$ cat config.mk
export PLATFORM = sky130hd
export DESIGN_NAME = sequence_lock
export DESIGN_NICKNAME = d
export VERILOG_FILES = /design/src/rtl/sequence_lock_pkg.sv /design/src/rtl/sequence_lock_timer.sv /design/src/rtl/sequence_lock.sv
export SDC_FILE = /design/constraint.sdc
export NUM_CORES = 1
export LEC_CHECK = 0
export BUFFER_PORTS_ARGS = -buffer_cell sky130_fd_sc_hd__buf_4
export CORE_MARGIN = 5
export CORE_UTILIZATION = 50
export DETAILED_ROUTE_END_ITERATION = 8
export HOLD_SLACK_MARGIN = 0.12
export PLACE_DENSITY = 0.75
export SYNTH_ARGS = -nofsm -noshare
export SYNTH_HDL_FRONTEND = slang
export SYNTH_SLANG_ARGS = --single-unit
$ cat constraint.sdc
create_clock -name clk -period 2.38 [get_ports clk]
set_clock_uncertainty 0.2 [all_clocks]
set_input_delay 0 -clock clk [delete_from_list [all_inputs] [get_ports clk]]
set_output_delay 0 -clock clk [all_outputs]
set_load 0.005 [all_outputs]
$ cat src/rtl/sequence_lock_pkg.sv
// Shared types for sequence_lock: FSM state encoding, default code/length constants
// and the indicator decode used to register the LED/lockout outputs.
package sequence_lock_pkg;

   typedef enum logic [2:0] {
      S_IDLE,
      S_ENTRY,
      S_CHECK,
      S_FAILURE,
      S_SUCCESS,
      S_LOCKOUT
   } state_t;

   localparam int          DEF_CODE_W         = 4;
   localparam int          DEF_SEQ_LEN        = 3;
   localparam logic [11:0] DEF_SEQ_CODES      = 12'h185;
   localparam int          DEF_MAX_TRIES      = 3;
   localparam int          DEF_LOCKOUT_CYCLES = 16;
   localparam int          DEF_TIMEOUT_CYCLES = 1024;

   typedef struct packed {
      logic r;
      logic g;
      logic b;
      logic lock;
   } ind_t;

   // Indicator pattern shown while the FSM sits in a given state; at most one LED lit.
   function automatic ind_t ind_decode(input state_t s);
      ind_t v;
      v = '0;
      case (s)
         S_ENTRY, S_CHECK: v.b = 1'b1;
         S_FAILURE:        v.r = 1'b1;
         S_SUCCESS:        v.g = 1'b1;
         S_LOCKOUT: begin
            v.r    = 1'b1;
            v.lock = 1'b1;
         end
         default:          v = '0;
      endcase
      return v;
   endfunction

endpackage

$ cat src/rtl/sequence_lock_timer.sv
// lock_timer: loadable down-counter; o_done is high for the single cycle the count reads 1,
// so a load of N makes o_done fire N-1 cycles later and the owner acts on the Nth edge.
module lock_timer #(
   parameter int W = 5
) (
   input  logic         clk,
   input  logic         reset_n,
   input  logic         i_load,
   input  logic [W-1:0] i_load_val,
   output logic         o_done
);

   logic [W-1:0] r_cnt;

   always_ff @(posedge clk or negedge reset_n) begin
      if (!reset_n) begin
         r_cnt <= '0;
      end else if (i_load) begin
         r_cnt <= i_load_val;
      end else if (r_cnt != '0) begin
         r_cnt <= r_cnt - 1'b1;
      end
   end

   assign o_done = (r_cnt == W'(1));

endmodule

$ cat src/rtl/sequence_lock.sv
// sequence_lock: code-sequence lock FSM with failure counting and timed lockout; Moore outputs,
// one cycle after the causing action_in. Optional entry timeout under SEQUENCE_LOCK_TIMEOUT_EN.
module sequence_lock
   import sequence_lock_pkg::*;
#(
   parameter int                            CODE_W         = DEF_CODE_W,
   parameter int                            SEQ_LEN        = DEF_SEQ_LEN,
   parameter logic [SEQ_LEN*CODE_W-1:0]     SEQ_CODES      = DEF_SEQ_CODES,
   parameter int                            MAX_TRIES      = DEF_MAX_TRIES,
   parameter int                            LOCKOUT_CYCLES = DEF_LOCKOUT_CYCLES,
   parameter int                            TIMEOUT_CYCLES = DEF_TIMEOUT_CYCLES
) (
   input  logic                             clk,
   input  logic                             reset_n,
   input  logic                             action_in,
   input  logic [CODE_W-1:0]                code_in,
   output logic                             led_r_out,
   output logic                             led_g_out,
   output logic                             led_b_out,
   output logic                             locked_out,
   output logic [$clog2(MAX_TRIES+1)-1:0]   fail_count_out,
   output logic [$clog2(SEQ_LEN+1)-1:0]     entry_idx_out
);

   localparam int FW      = $clog2(MAX_TRIES + 1);
   localparam int IW      = $clog2(SEQ_LEN + 1);
   localparam int TMR_MAX = (LOCKOUT_CYCLES > TIMEOUT_CYCLES) ? LOCKOUT_CYCLES : TIMEOUT_CYCLES;
   localparam int TW      = $clog2(TMR_MAX + 1);

   state_t            r_state;
   logic [IW-1:0]     r_idx;
   logic [FW-1:0]     r_fail;
   logic              r_mis;
   ind_t              r_ind;

   logic [CODE_W-1:0] w_codes [SEQ_LEN];
   logic [CODE_W-1:0] w_exp;
   logic              w_last;
   logic [FW-1:0]     w_fail_inc;
   logic              w_tmr_load;
   logic [TW-1:0]     w_tmr_val;
   logic              w_tmr_done;

   for (genvar k = 0; k < SEQ_LEN; k++) begin : g_codes
      assign w_codes[k] = SEQ_CODES[k*CODE_W +: CODE_W];
   end

   assign w_exp      = w_codes[r_idx];
   assign w_last     = (r_idx == IW'(SEQ_LEN - 1));
   assign w_fail_inc = r_fail + 1'b1;

   // CHECK always arms the lockout duration; it only matters if LOCKOUT follows.
`ifdef SEQUENCE_LOCK_TIMEOUT_EN
   assign w_tmr_load = (r_state == S_CHECK) ||
                       (action_in && ((r_state == S_IDLE) || (r_state == S_ENTRY)));
   assign w_tmr_val  = (r_state == S_CHECK) ? TW'(LOCKOUT_CYCLES) : TW'(TIMEOUT_CYCLES);
`else
   assign w_tmr_load = (r_state == S_CHECK);
   assign w_tmr_val  = TW'(LOCKOUT_CYCLES);
`endif

   lock_timer #(.W(TW)) u_timer (
      .clk        (clk),
      .reset_n    (reset_n),
      .i_load     (w_tmr_load),
      .i_load_val (w_tmr_val),
      .o_done     (w_tmr_done)
   );

   always_ff @(posedge clk or negedge reset_n) begin
      if (!reset_n) begin
         r_state <= S_IDLE;
         r_idx   <= '0;
         r_fail  <= '0;
         r_mis   <= 1'b0;
         r_ind   <= '0;
      end else begin
         case (r_state)
            S_IDLE: begin
               if (action_in) begin
                  r_state <= S_ENTRY;
                  r_ind   <= ind_decode(S_ENTRY);
                  r_idx   <= '0;
                  r_mis   <= 1'b0;
               end
            end
            S_ENTRY: begin
               // Entry always runs to full length so a wrong code leaks no position info.
               if (action_in) begin
                  r_mis <= r_mis | (code_in != w_exp);
                  r_idx <= r_idx + 1'b1;
                  if (w_last) begin
                     r_state <= S_CHECK;
                     r_ind   <= ind_decode(S_CHECK);
                  end
               end
`ifdef SEQUENCE_LOCK_TIMEOUT_EN
               else if (w_tmr_done) begin
                  r_mis   <= 1'b1;
                  r_state <= S_CHECK;
                  r_ind   <= ind_decode(S_CHECK);
               end
`endif
            end
            S_CHECK: begin
               r_idx <= '0;
               if (r_mis) begin
                  r_fail <= w_fail_inc;
                  if (w_fail_inc == FW'(MAX_TRIES)) begin
                     r_state <= S_LOCKOUT;
                     r_ind   <= ind_decode(S_LOCKOUT);
                  end else begin
                     r_state <= S_FAILURE;
                     r_ind   <= ind_decode(S_FAILURE);
                  end
               end else begin
                  r_fail  <= '0;
                  r_state <= S_SUCCESS;
                  r_ind   <= ind_decode(S_SUCCESS);
               end
            end
            S_FAILURE, S_SUCCESS: begin
               if (action_in) begin
                  r_state <= S_IDLE;
                  r_ind   <= ind_decode(S_IDLE);
               end
            end
            S_LOCKOUT: begin
               if (w_tmr_done) begin
                  r_state <= S_IDLE;
                  r_ind   <= ind_decode(S_IDLE);
                  r_fail  <= '0;
               end
            end
            default: begin
               r_state <= S_IDLE;
               r_ind   <= '0;
               r_idx   <= '0;
            end
         endcase
      end
   end

   assign led_r_out      = r_ind.r;
   assign led_g_out      = r_ind.g;
   assign led_b_out      = r_ind.b;
   assign locked_out     = r_ind.lock;
   assign fail_count_out = r_fail;
   assign entry_idx_out  = r_idx;

endmodule

==> impl_metrics.csv, run 1 <==
group,metric,value,unit
power,switchingPower,142,uW
global_route,busiest_layer,"met2",
worst_setup_path,crit_end,"u_timer.r_cnt[7]$_DFFE_PN0P_",
outcome,status,"finished clean",
worst_setup_path,crit_path_start_kind,"flop",
worst_setup_path,worst_r2r_endpoint,"u_timer.r_cnt[7]$_DFFE_PN0P_",
sta,finalCritPeriodShare,85.1,%
worst_setup_path,crit_arrival,2080,ps
floorplanning,die_width,60.4,um
power,p_seq_share,63.6,%
power,p_clk_share,30.0,%
power,p_int,475,uW
placed_design,io_buffers,14,
sta,relSlewSlack,30.8,%
clock_network,postCtsSetupBuffers,0,
floorplanning,pin_count,15,
global_route,grt_pass1_wl,4610,um
hold_path,whs_path_depth,1,
hold_path,worstHoldPathType,"flop to flop",
placed_design,hpwl,1890,um
route,ant_nets,0,
yosys,synth_area_leaders,"dfrtp_1, ha_1, a21oi_1",
sta,final_hold_viol_count,0,
worst_setup_path,r2r_slack,350,ps
clock_network,htree_levels,1,
sta,fmax,494,MHz
yosys,synthArstFlopShare,100,%
worst_setup_path,crit_start,"u_timer.r_cnt[0]$_DFFE_PN0P_",
yosys,synth.largest_area_cell,"dfrtp_1",
global_route,grt_start_max_net_pins,24,
sta,rsz0062_at_grt,"no",
sta,period_needed,2030,ps
clock_network,path_clk_slew,130,ps
floorplanning,core_area,2450,um^2
global_route,met3_usage,2.77,%
global_route,met2_usage,29.0,%
final_layout,drive_gt1_share,13.2,%
yosys,synthFlopType,"dfrtp_1",
worst_setup_path,r2r_cells,6,
final_layout,n_antenna_cell,0,
yosys,netlist.area_leader.share,45.3,%
route,vias_per_cell,5.90,
route,dr_total_vias,1115,
yosys,yosys_warnings,0,
placed_design,placed_area,1400,um^2
sta,setup_violations,0,
route,drc,0,
worst_setup_path,end_kind,"flop",
yosys,ys_seq_area_share,45.3,%
clock_network,cts-root-buf,"clkbuf_4",
global_route,grt_pass1_vias,1055,
floorplanning,initial_utilization,51.7,%
power,worst_ir_drop_vdd,359,uV
yosys,synth_area,1270,um^2
clock_network,clockBufferDepth,2,
yosys,yosys.cell_types.count,38,
floorplanning,fp.dieH,60.4,um
power,total_power,618,uW
worst_setup_path,crit_fanout,5,
clock_network,clock-sinks,23,
final_layout,final_net_count,173,
global_route,grt_overflow,0,
yosys,avgSynthCellArea,9.20,um^2
sta,tns,0,ps
route,dr.first_iter.drc_count,39,
worst_setup_path,rr_startpoint,"u_timer.r_cnt[0]$_DFFE_PN0P_",
route,wirelength,2690,um
worst_setup_path,critPathKind,"flop to flop",
power,sw_frac_of_total,23.0,%
final_layout,finish.utilization,61.3,%
power,p_leak,0.758,nW
flow_run,cap_violations,0,
clock_network,cts_buffers,3,
yosys,synth_seq_cells,23,
placed_design,globalplace.congestion,0.852,
global_route,grt_usage,16.8,%
global_route,grtUsageMet1,20.4,%
yosys,synth_edf_count,0,
clock_network,clk_latency,320,ps
worst_setup_path,crit_required,2430,ps
power,power_density,410,nW/um^2
clock_network,cts_tree,"built",
floorplanning,die-area,3650,um^2
sta,slew_viol_final,0,
floorplanning,num_rows,18,
power,p_comb_share,6.4,%
sta,worst_pin_slew,1030,ps
final_layout,final_cell_area,1510,um^2
yosys,synth_nets,151,
route,firstDrtPassIters,4,
yosys,postSynthCellCount,138,
global_route,antenna_found_initial,0,
final_layout,syn_to_final_growth,18.5,%
route,wl_per_cell,14.2,um
==> placed cells by master, fill, tap and decap left out, types with 2 or more instances in the layout <==
master and instances:
nand4_1 2, nor2_1 13, ha_1 6, inv_1 7
nand3_1 4, clkbuf_4 3, nand2_1 11, nand3b_1 2
or3_1 3, xnor2_1 2, a22o_1 2, nor2b_1 4
dlygate4sd3_1 8, o21ai_0 9, nor3_1 5, xor2_1 2
a21oi_1 13, mux2i_1 2, dfrtp_1 23, o31ai_1 3
buf_4 15
==> sequential cells by signal (all words and copies together), names as in the netlist <==
register	flops
r_mis	1
entry_idx_out	2
u_timer.r_cnt	11
led_r_out	1
locked_out	1
fail_count_out	2
led_g_out	1
r_state	3
led_b_out	1
==> final cells by class <==
class                      instances  area [um^2]
timing repair buffer              23          193
clock buffer                       3         22.5
fill                             210          950
inverter                           7         26.3
multi-input combinational        102          646
clock inverter                     1         5.00
sequential                        23          576
tap                               30         37.5
==> logic make-up (layout without fill, tap and decap cells) <==
group                      after synthesis  count (layout)  synth area share [%]
and+or+nand+nor                         52              52                  21.0
AOI/OAI and AO/OA                       38              38                  19.6
DFF                                     23              23                  45.3
buffers and inverters                   13              34                  3.84
adders and majority gates                6               6                  5.91
xor gates and xnor gates                 4               4                  2.76
muxes                                    2               2                  1.58
==> critical path, stage by stage (launching register included) <==
cell,delay [ps]
dfrtp_1,430
inv_1,60
ha_1,220
nor2b_1,180
a311o_1,410
or3_1,330
a21oi_1,140
==> repair_timing <==
action                                  CTS  global route
resized for setup                         0             0
hold endpoints to repair                 33             0
hold buffers                              8             0
endpoints found under the setup margin    0             0
==> power groups by stage <==
stage	sequential, mW	combinational [mW]	clock, mW
after floorplan	0.400	0.0100	0
after detailed placement	0.400	0.0288	0
after global placement	0.400	0.0278	0
after CTS	0.393	0.0392	0.186
after global routing	0.393	0.0449	0.206
final	0.393	0.0396	0.185
==> cell usage after synthesis (2+ instances only) <==
cell and count:
dfrtp_1 23, a21oi_1 13, nor2_1 13, nand2_1 11
o21ai_0 9, inv_1 7, clkbuf_1 6, ha_1 6
nor3_1 5, nand3_1 4, nor2b_1 4, o31ai_1 3
or3_1 3, a22o_1 2, mux2i_1 2, nand3b_1 2
nand4_1 2, xnor2_1 2, xor2_1 2
==> metrics by stage <==
step	hold slack (ps)	cells	worst slack, ps
2_1_floorplan	-496	138	499
3_3_place_gp	-296	177	456
3_5_place_dp	-292	177	381
4_1_cts	325	189	362
5_1_grt	348	189	274
6_report	322	189	355
==> worst min-delay path by stage <==
| stage | from | endpoint | slack, ps |
|---|---|---|---|
| 2_1_floorplan | reset_n | entry_idx_out[0]$_DFFE_PN0P_ | -500 |
| 3_3_place_gp | reset_n | u_timer.r_cnt[8]$_DFFE_PN0P_ | -300 |
| 3_5_place_dp | reset_n | u_timer.r_cnt[8]$_DFFE_PN0P_ | -290 |
| 4_1_cts | led_r_out$_DFFE_PN0P_ | led_r_out$_DFFE_PN0P_ | 330 |
| 5_1_grt | led_g_out$_DFFE_PN0P_ | led_g_out$_DFFE_PN0P_ | 350 |
| 6_report | led_r_out$_DFFE_PN0P_ | led_r_out$_DFFE_PN0P_ | 320 |
==> layer usage <==
metal  part of all wire, %  vias to the layer above
li1                      -                      546
met1                    44                      538
met2                    51                       24
met3                   3.3                        7
met4                   2.0                        0
met5                     0                        -
No activity file was read; power rests on OpenSTA's default activity.
==> run 2, diff against run 1 <==
ABC_AREA = 1   (was unset)
==> run 2 against run 1 <==
  * Total power rose to 3.0 times the previous value
  * Synthesized cell count is 41% higher
  * Critical path depth rose by 5
  * Maximum frequency increased by 0.59%
  * Cell count is 30% higher
  * Global-route usage decreased by 1.4 points
  * Hold slack worse by 31 ps
  * Register-to-register slack hardly changed
  * Sequential share of layout area shrank 2.1 points
  * Critical path type unchanged
  * Critical endpoint is now r_mis$_DFFE_PN0P_
==> impl_metrics.csv, run 2 <==
group,metric,value,unit
outcome,status,"finished clean",
route,wirelength,2830,um
worst_setup_path,crit_fanout,4,
worst_setup_path,crit_buf_inv,3,
worst_setup_path,critPathKind,"flop to flop",
sta,setup_violations,0,
clock_network,htree_levels,1,
yosys,avgSynthCellArea,7.20,um^2
worst_setup_path,critical_path.cell_chain,"inv_1, ha_1, inv_1, nand2_1, nand2_1, nand2_1, nand2_1, nand3_1, nand3_1, nand2_1, dlygate4sd3_1",
yosys,synth_area_leaders,"dfrtp_1, nand2_1, nand3_1",
sta,worst_pin_slew,1000,ps
floorplanning,die_width,62.8,um
worst_setup_path,crit_path_start_kind,"flop",
power,power_density,1170,nW/um^2
global_route,grt_start_max_net_pins,24,
global_route,antenna_found_initial,0,
sta,period_needed,2010,ps
route,dr.first_iter.drc_count,45,
floorplanning,core_area,2710,um^2
hold_path,worstHoldPathType,"flop to flop",
sta,relSlewSlack,32.8,%
clock_network,cts_tree,"built",
yosys,synth_area,1400,um^2
sta,rsz0062_at_grt,"no",
sta,whs,291,ps
global_route,grt_usage,15.4,%
route,wl_per_cell,11.5,um
clock_network,hold_buffers,4,
global_route,grt_pass1_vias,1249,
placed_design,globalplace.congestion,0.958,
clock_network,cts_buffers,3,
worst_setup_path,crit_path_frequent_cell,"nand2_1",
yosys,netlist.area_leader.share,41.2,%
route,firstDrtPassIters,4,
sta,final_hold_viol_count,0,
route,vias_per_cell,5.22,
power,worst_ir_drop_vdd,715,uV
floorplanning,fp.dieH,62.8,um
final_layout,top_register,"u_timer.r_cnt",
yosys,yosys_warnings,0,
final_layout,fillers,247,
yosys,ys_seq_area_share,41.2,%
yosys,synth.largest_area_cell,"dfrtp_1",
sta,setup_ws,367,ps
placed_design,hpwl,2210,um
final_layout,n_antenna_cell,0,
placed_design,io_buffers,14,
floorplanning,num_rows,19,
clock_network,clk_latency,310,ps
yosys,synthArstFlopShare,100,%
sta,slew_viol_final,0,
clock_network,ctsResizeCount,0,
clock_network,cts-root-buf,"clkbuf_4",
sta,finalCritPeriodShare,84.6,%
worst_setup_path,cpPeakStageDelay,550,ps
global_route,grt_pass1_wl,5060,um
worst_setup_path,crit_required,2390,ps
yosys,synth_edf_count,0,
yosys,synth_nets,207,
worst_setup_path,critical_path.top_delay_family,"buffers and inverters",
final_layout,drive_gt1_share,16.4,%
hold_path,min_from,"led_g_out$_DFFE_PN0P_",
global_route,grt_overflow,0,
worst_setup_path,cp_slowest_cell,"dlygate4sd3_1",
power,total_power,1.86,mW
yosys,yosys.cell_types.count,22,
floorplanning,die-area,3950,um^2
route,dr_total_vias,1280,
clock_network,clockBufferDepth,2,
final_layout,syn_to_final_growth,14.1,%
final_layout,layout_commonest_cell,"nand2_1",
sta,fmax,497,MHz
yosys,synth_seq_cells,23,
flow_run,cap_violations,0,
final_layout,final_net_count,228,
power,p_leak,0.887,nW
route,drc,0,
worst_setup_path,crit_arrival,2020,ps
final_layout,mostFrequentLayoutCells,"nand2_1, inv_1, nor2_1, dfrtp_1, nand3_1",
floorplanning,pin_count,15,
yosys,synth.most_common_cell,"nand2_1",
yosys,postSynthCellCount,194,
worst_setup_path,rr_startpoint,"entry_idx_out[0]$_DFFE_PN0P_",
placed_design,dpl_worst_slack,730,ps
floorplanning,initial_utilization,51.5,%
final_layout,reg_top3,"u_timer.r_cnt (11), r_state (3)",
yosys,synthFlopType,"dfrtp_1",
sta,tns,0,ps
worst_setup_path,crit_start,"entry_idx_out[0]$_DFFE_PN0P_",
clock_network,postCtsSetupBuffers,0,
worst_setup_path,end_kind,"flop",
clock_network,clock-sinks,23,
clock_network,path_clk_slew,130,ps
route,ant_nets,0,
yosys,synth_common_cells,"nand2_1, dfrtp_1, inv_1, nor2_1, nand3_1",
final_layout,largest_reg_flops,11,
[run 2: cells by family (layout without fill, tap and decap cells)]
logic type / count (synthesis) / after routing / synth area share (%)
simple gates: 123 / 123 / 39.9
fa+ha+maj: 6 / 6 / 5.38
buf+inv: 32 / 52 / 9.14
flops: 23 / 23 / 41.2
compound gates: 10 / 10 / 4.39
[run 2: metal layers]
metal	wire, um	vias to the layer above	track usage (%)
met5	0	-	0
met2	1420	36	26.9
met4	57	0	6.90
met1	1240	591	18.5
met3	114	6	2.16
li1	-	647	-
[run 2: path summary, 6_finish.rpt]
kind	end	slack (ps)	cells after the start
worst min register to register	led_g_out$_DFFE_PN0P_	290	2
worst max-delay path	r_mis$_DFFE_PN0P_	370	11
worst max register to register	r_mis$_DFFE_PN0P_	370	11
min in group asynchronous	u_timer.r_cnt[7]$_DFFE_PN0P_	720	3
max in group asynchronous	fail_count_out[0]$_DFFE_PN0P_	650	3
worst min-delay path	led_g_out$_DFFE_PN0P_	290	2
[run 2: metrics by stage]
| step | util [%] | std cells | cell area (um^2) |
|---|---|---|---|
| floorplan | - | 194 | 1400 |
| global placement | 56.3 | 237 | 1530 |
| detailed placement | 56.3 | 237 | 1530 |
| CTS | 58.8 | 245 | 1590 |
| global route | 58.8 | 245 | 1590 |
| finish | 58.8 | 245 | 1590 |
[run 2: worst reg2reg max path: cells and delay by family, from the launching register on]
family                   cells  cell delay [ps]
buffers and inverters        3              710
adder cells (fa/ha/maj)      1              210
AND/OR/NAND/NOR              7              380
flip-flops                   1              400
[run 2: cell type report]
cell class | instances | area, um^2 | share of cell area [%]
multi-input combinational | 139 | 693 | 43.5
clock buffer | 3 | 22.5 | 1.41
clock inverter | 1 | 5.00 | 0.314
sequential | 23 | 576 | 36.1
tap | 31 | 38.8 | 2.44
timing repair buffer | 18 | 145 | 9.11
inverter | 30 | 113 | 7.07
[run 2: power breakdown]
group / leakage (nW) / switching [mW] / internal, mW / total (mW)
clock: 0.0177 / 0.118 / 0.0628 / 0.181
sequential: 0.298 / 0.150 / 0.543 / 0.694
combinational: 0.571 / 0.602 / 0.384 / 0.986
==> run 3, diff against run 2 <==
ABC_AREA = 0   (was 1)
PLACE_DENSITY = 0.78   (was 0.75)
clock period = 1.65 ns   (was 2.38 ns; I/O delays follow)
==> run 3 against run 2 <==
  * The flow now finishes with violations (negative setup slack)
  * Sequential power shrank 18%
  * Register-to-register slack lost 630 ps
  * Final area grew 19%
  * Total power shrank 52%
  * Critical path type unchanged
  * Largest cell class unchanged
  * Highest routed layer unchanged
==> impl_metrics.csv, run 3 (same netlist as run 1, synthesis figures left out) <==
group,metric,value,unit
route,wl_met3,92,um
sta,rsz0062_at_grt,"yes",
power,p_clk_share,29.8,%
clock_network,cts_buffers,3,
clock_network,path_clk_slew,130,ps
worst_setup_path,end_kind,"flop",
final_layout,syn_to_final_growth,49.6,%
global_route,grt_usage,20.5,%
floorplanning,initial_utilization,51.7,%
clock_network,clock-sinks,23,
worst_setup_path,crit_fanout,4,
sta,worst_pin_slew,371,ps
worst_setup_path,rr_startpoint,"u_timer.r_cnt[5]$_DFFE_PN0P_",
power,p_int,689,uW
power,power_density,475,nW/um^2
hold_path,hold_end,"locked_out$_DFFE_PN0P_",
route,dr.first_iter.drc_count,43,
route,wl_per_cell,16.0,um
worst_setup_path,r2r_cells,4,
global_route,grt_overflow,0,
power,p_comb_share,7.4,%
route,met1_length,1440,um
hold_path,whs_path_depth,1,
outcome,failed_checks,"negative setup slack",
power,sw_frac_of_total,23.6,%
final_layout,final_net_count,202,
global_route,antenna_found_initial,0,
sta,setup_violations,15,
final_layout,drive_gt1_share,40.4,%
route,ant_nets,0,
route,dr.max_layer_used,"met4",
clock_network,clockBufferDepth,2,
floorplanning,die_width,60.4,um
route,drc,0,
placed_design,hpwl,2110,um
final_layout,reg_top3,"u_timer.r_cnt (11), r_state (3)",
sta,setup_ws,-258,ps
sta,whs,309,ps
worst_setup_path,crit_required,1700,ps
hold_path,min_from,"locked_out$_DFFE_PN0P_",
flow_run,cap_violations,0,
sta,finalCritPeriodShare,116,%
final_layout,n_antenna_cell,0,
final_layout,mostFrequentLayoutCells,"buf_4, dfrtp_1, nor2_1",
worst_setup_path,r2r_slack,-260,ps
floorplanning,pin_count,15,
clock_network,cts_tree,"built",
clock_network,clk_latency,320,ps
global_route,grt_pass1_wl,5550,um
worst_setup_path,crit_arrival,1960,ps
global_route,grt_pass1_vias,1224,
final_layout,layout_commonest_cell,"buf_4",
route,firstDrtPassIters,4,
worst_setup_path,worst_r2r_endpoint,"u_timer.r_cnt[9]$_DFFE_PN0P_",
outcome,status,"finished with violations",
sta,tns,-1730,ps
clock_network,htree_levels,1,
floorplanning,core_area,2450,um^2
sta,fmax,524,MHz
worst_setup_path,crit_path_start_kind,"flop",
floorplanning,num_rows,18,
sta,final_hold_viol_count,0,
route,wirelength,3490,um
worst_setup_path,critPathKind,"flop to flop",
route,met2_length,1890,um
placed_design,io_buffers,14,
sta,period_needed,1910,ps
final_layout,largest_reg_flops,11,
power,switchingPower,213,uW
floorplanning,fp.dieH,60.4,um
power,p_leak,0.942,nW
hold_path,worstHoldPathType,"flop to flop",
power,worst_ir_drop_vdd,584,uV
final_layout,top_register,"u_timer.r_cnt",
route,dr_total_vias,1228,
route,vias_per_cell,5.63,
floorplanning,die-area,3650,um^2
sta,relSlewSlack,75.3,%
sta,slew_viol_final,0,
worst_setup_path,crit_start,"u_timer.r_cnt[5]$_DFFE_PN0P_",
power,p_seq_share,62.7,%
global_route,grt_start_max_net_pins,24,
clock_network,cts-root-buf,"clkbuf_4",
placed_design,globalplace.congestion,0.837,
run 3: changes by cell type in the layout (fill, tap and decap cells not counted), sizes merged, moves of 4 or more:
cell	previous run	this run
nand2	61	11
buf	14	45
inv	30	7
nand3	21	4
nor2	27	13
a21oi	0	13
or2	6	0
or3	0	5
nor2b	0	4
o21ai	5	9
run 3: worst max-delay path, cell delays in order, from the launching register on:
cell	delay [ps]
dfrtp_1	400
or3_4	390
a311o_1	390
or3_1	330
a21oi_1	140
run 3: per-layer routing:
metal | track usage [%] | vias up
met4 | 8.23 | 0
met2 | 38.3 | 25
li1 | - | 598
met5 | 0 | -
met3 | 2.77 | 5
met1 | 23.3 | 600
run 3: worst max-delay path by stage:
stage / to / slack (ps) / depth (start not counted)
finish: u_timer.r_cnt[9]$_DFFE_PN0P_ / -260 / 4
detailed placement: u_timer.r_cnt[9]$_DFFE_PN0P_ / -220 / 6
floorplan: u_timer.r_cnt[9]$_DFFE_PN0P_ / -200 / 4
global route: u_timer.r_cnt[9]$_DFFE_PN0P_ / -310 / 4
CTS: u_timer.r_cnt[9]$_DFFE_PN0P_ / -220 / 4
global placement: u_timer.r_cnt[7]$_DFFE_PN0P_ / -170 / 4
run 3: metrics by stage:
step,utilization [%],setup WS (ps),total power [mW],cells,cell area [um^2]
2_1_floorplan,-,-196,0.592,138,1280
3_3_place_gp,64.7,-172,0.620,200,1590
3_5_place_dp,64.7,-222,0.622,200,1590
4_1_cts,72.8,-216,0.899,214,1790
5_1_grt,77.4,-314,0.936,218,1900
6_report,77.4,-258,0.902,218,1900
run 3: power groups by stage:
stage	sequential (mW)	clock, mW	combinational [mW]
4_1_cts	0.566	0.273	0.0610
3_5_place_dp	0.576	0	0.0457
2_1_floorplan	0.578	0	0.0144
5_1_grt	0.566	0.296	0.0741
3_3_place_gp	0.576	0	0.0435
6_report	0.566	0.269	0.0670
run 3: area by class of cell:
cell class	instances	area [um^2]
inverter	7	26.3
timing repair buffer	52	439
fill	157	556
tap	30	37.5
clock inverter	1	5.00
sequential	23	576
clock buffer	3	22.5
multi-input combinational	102	793
run 3: what timing repair did:
action	CTS	global route
pin swaps	10	19
endpoints found under the setup margin	14	41
hold buffers	7	1
gates resized for setup	17	22
hold endpoints to repair	33	23
buffers inserted	3	4
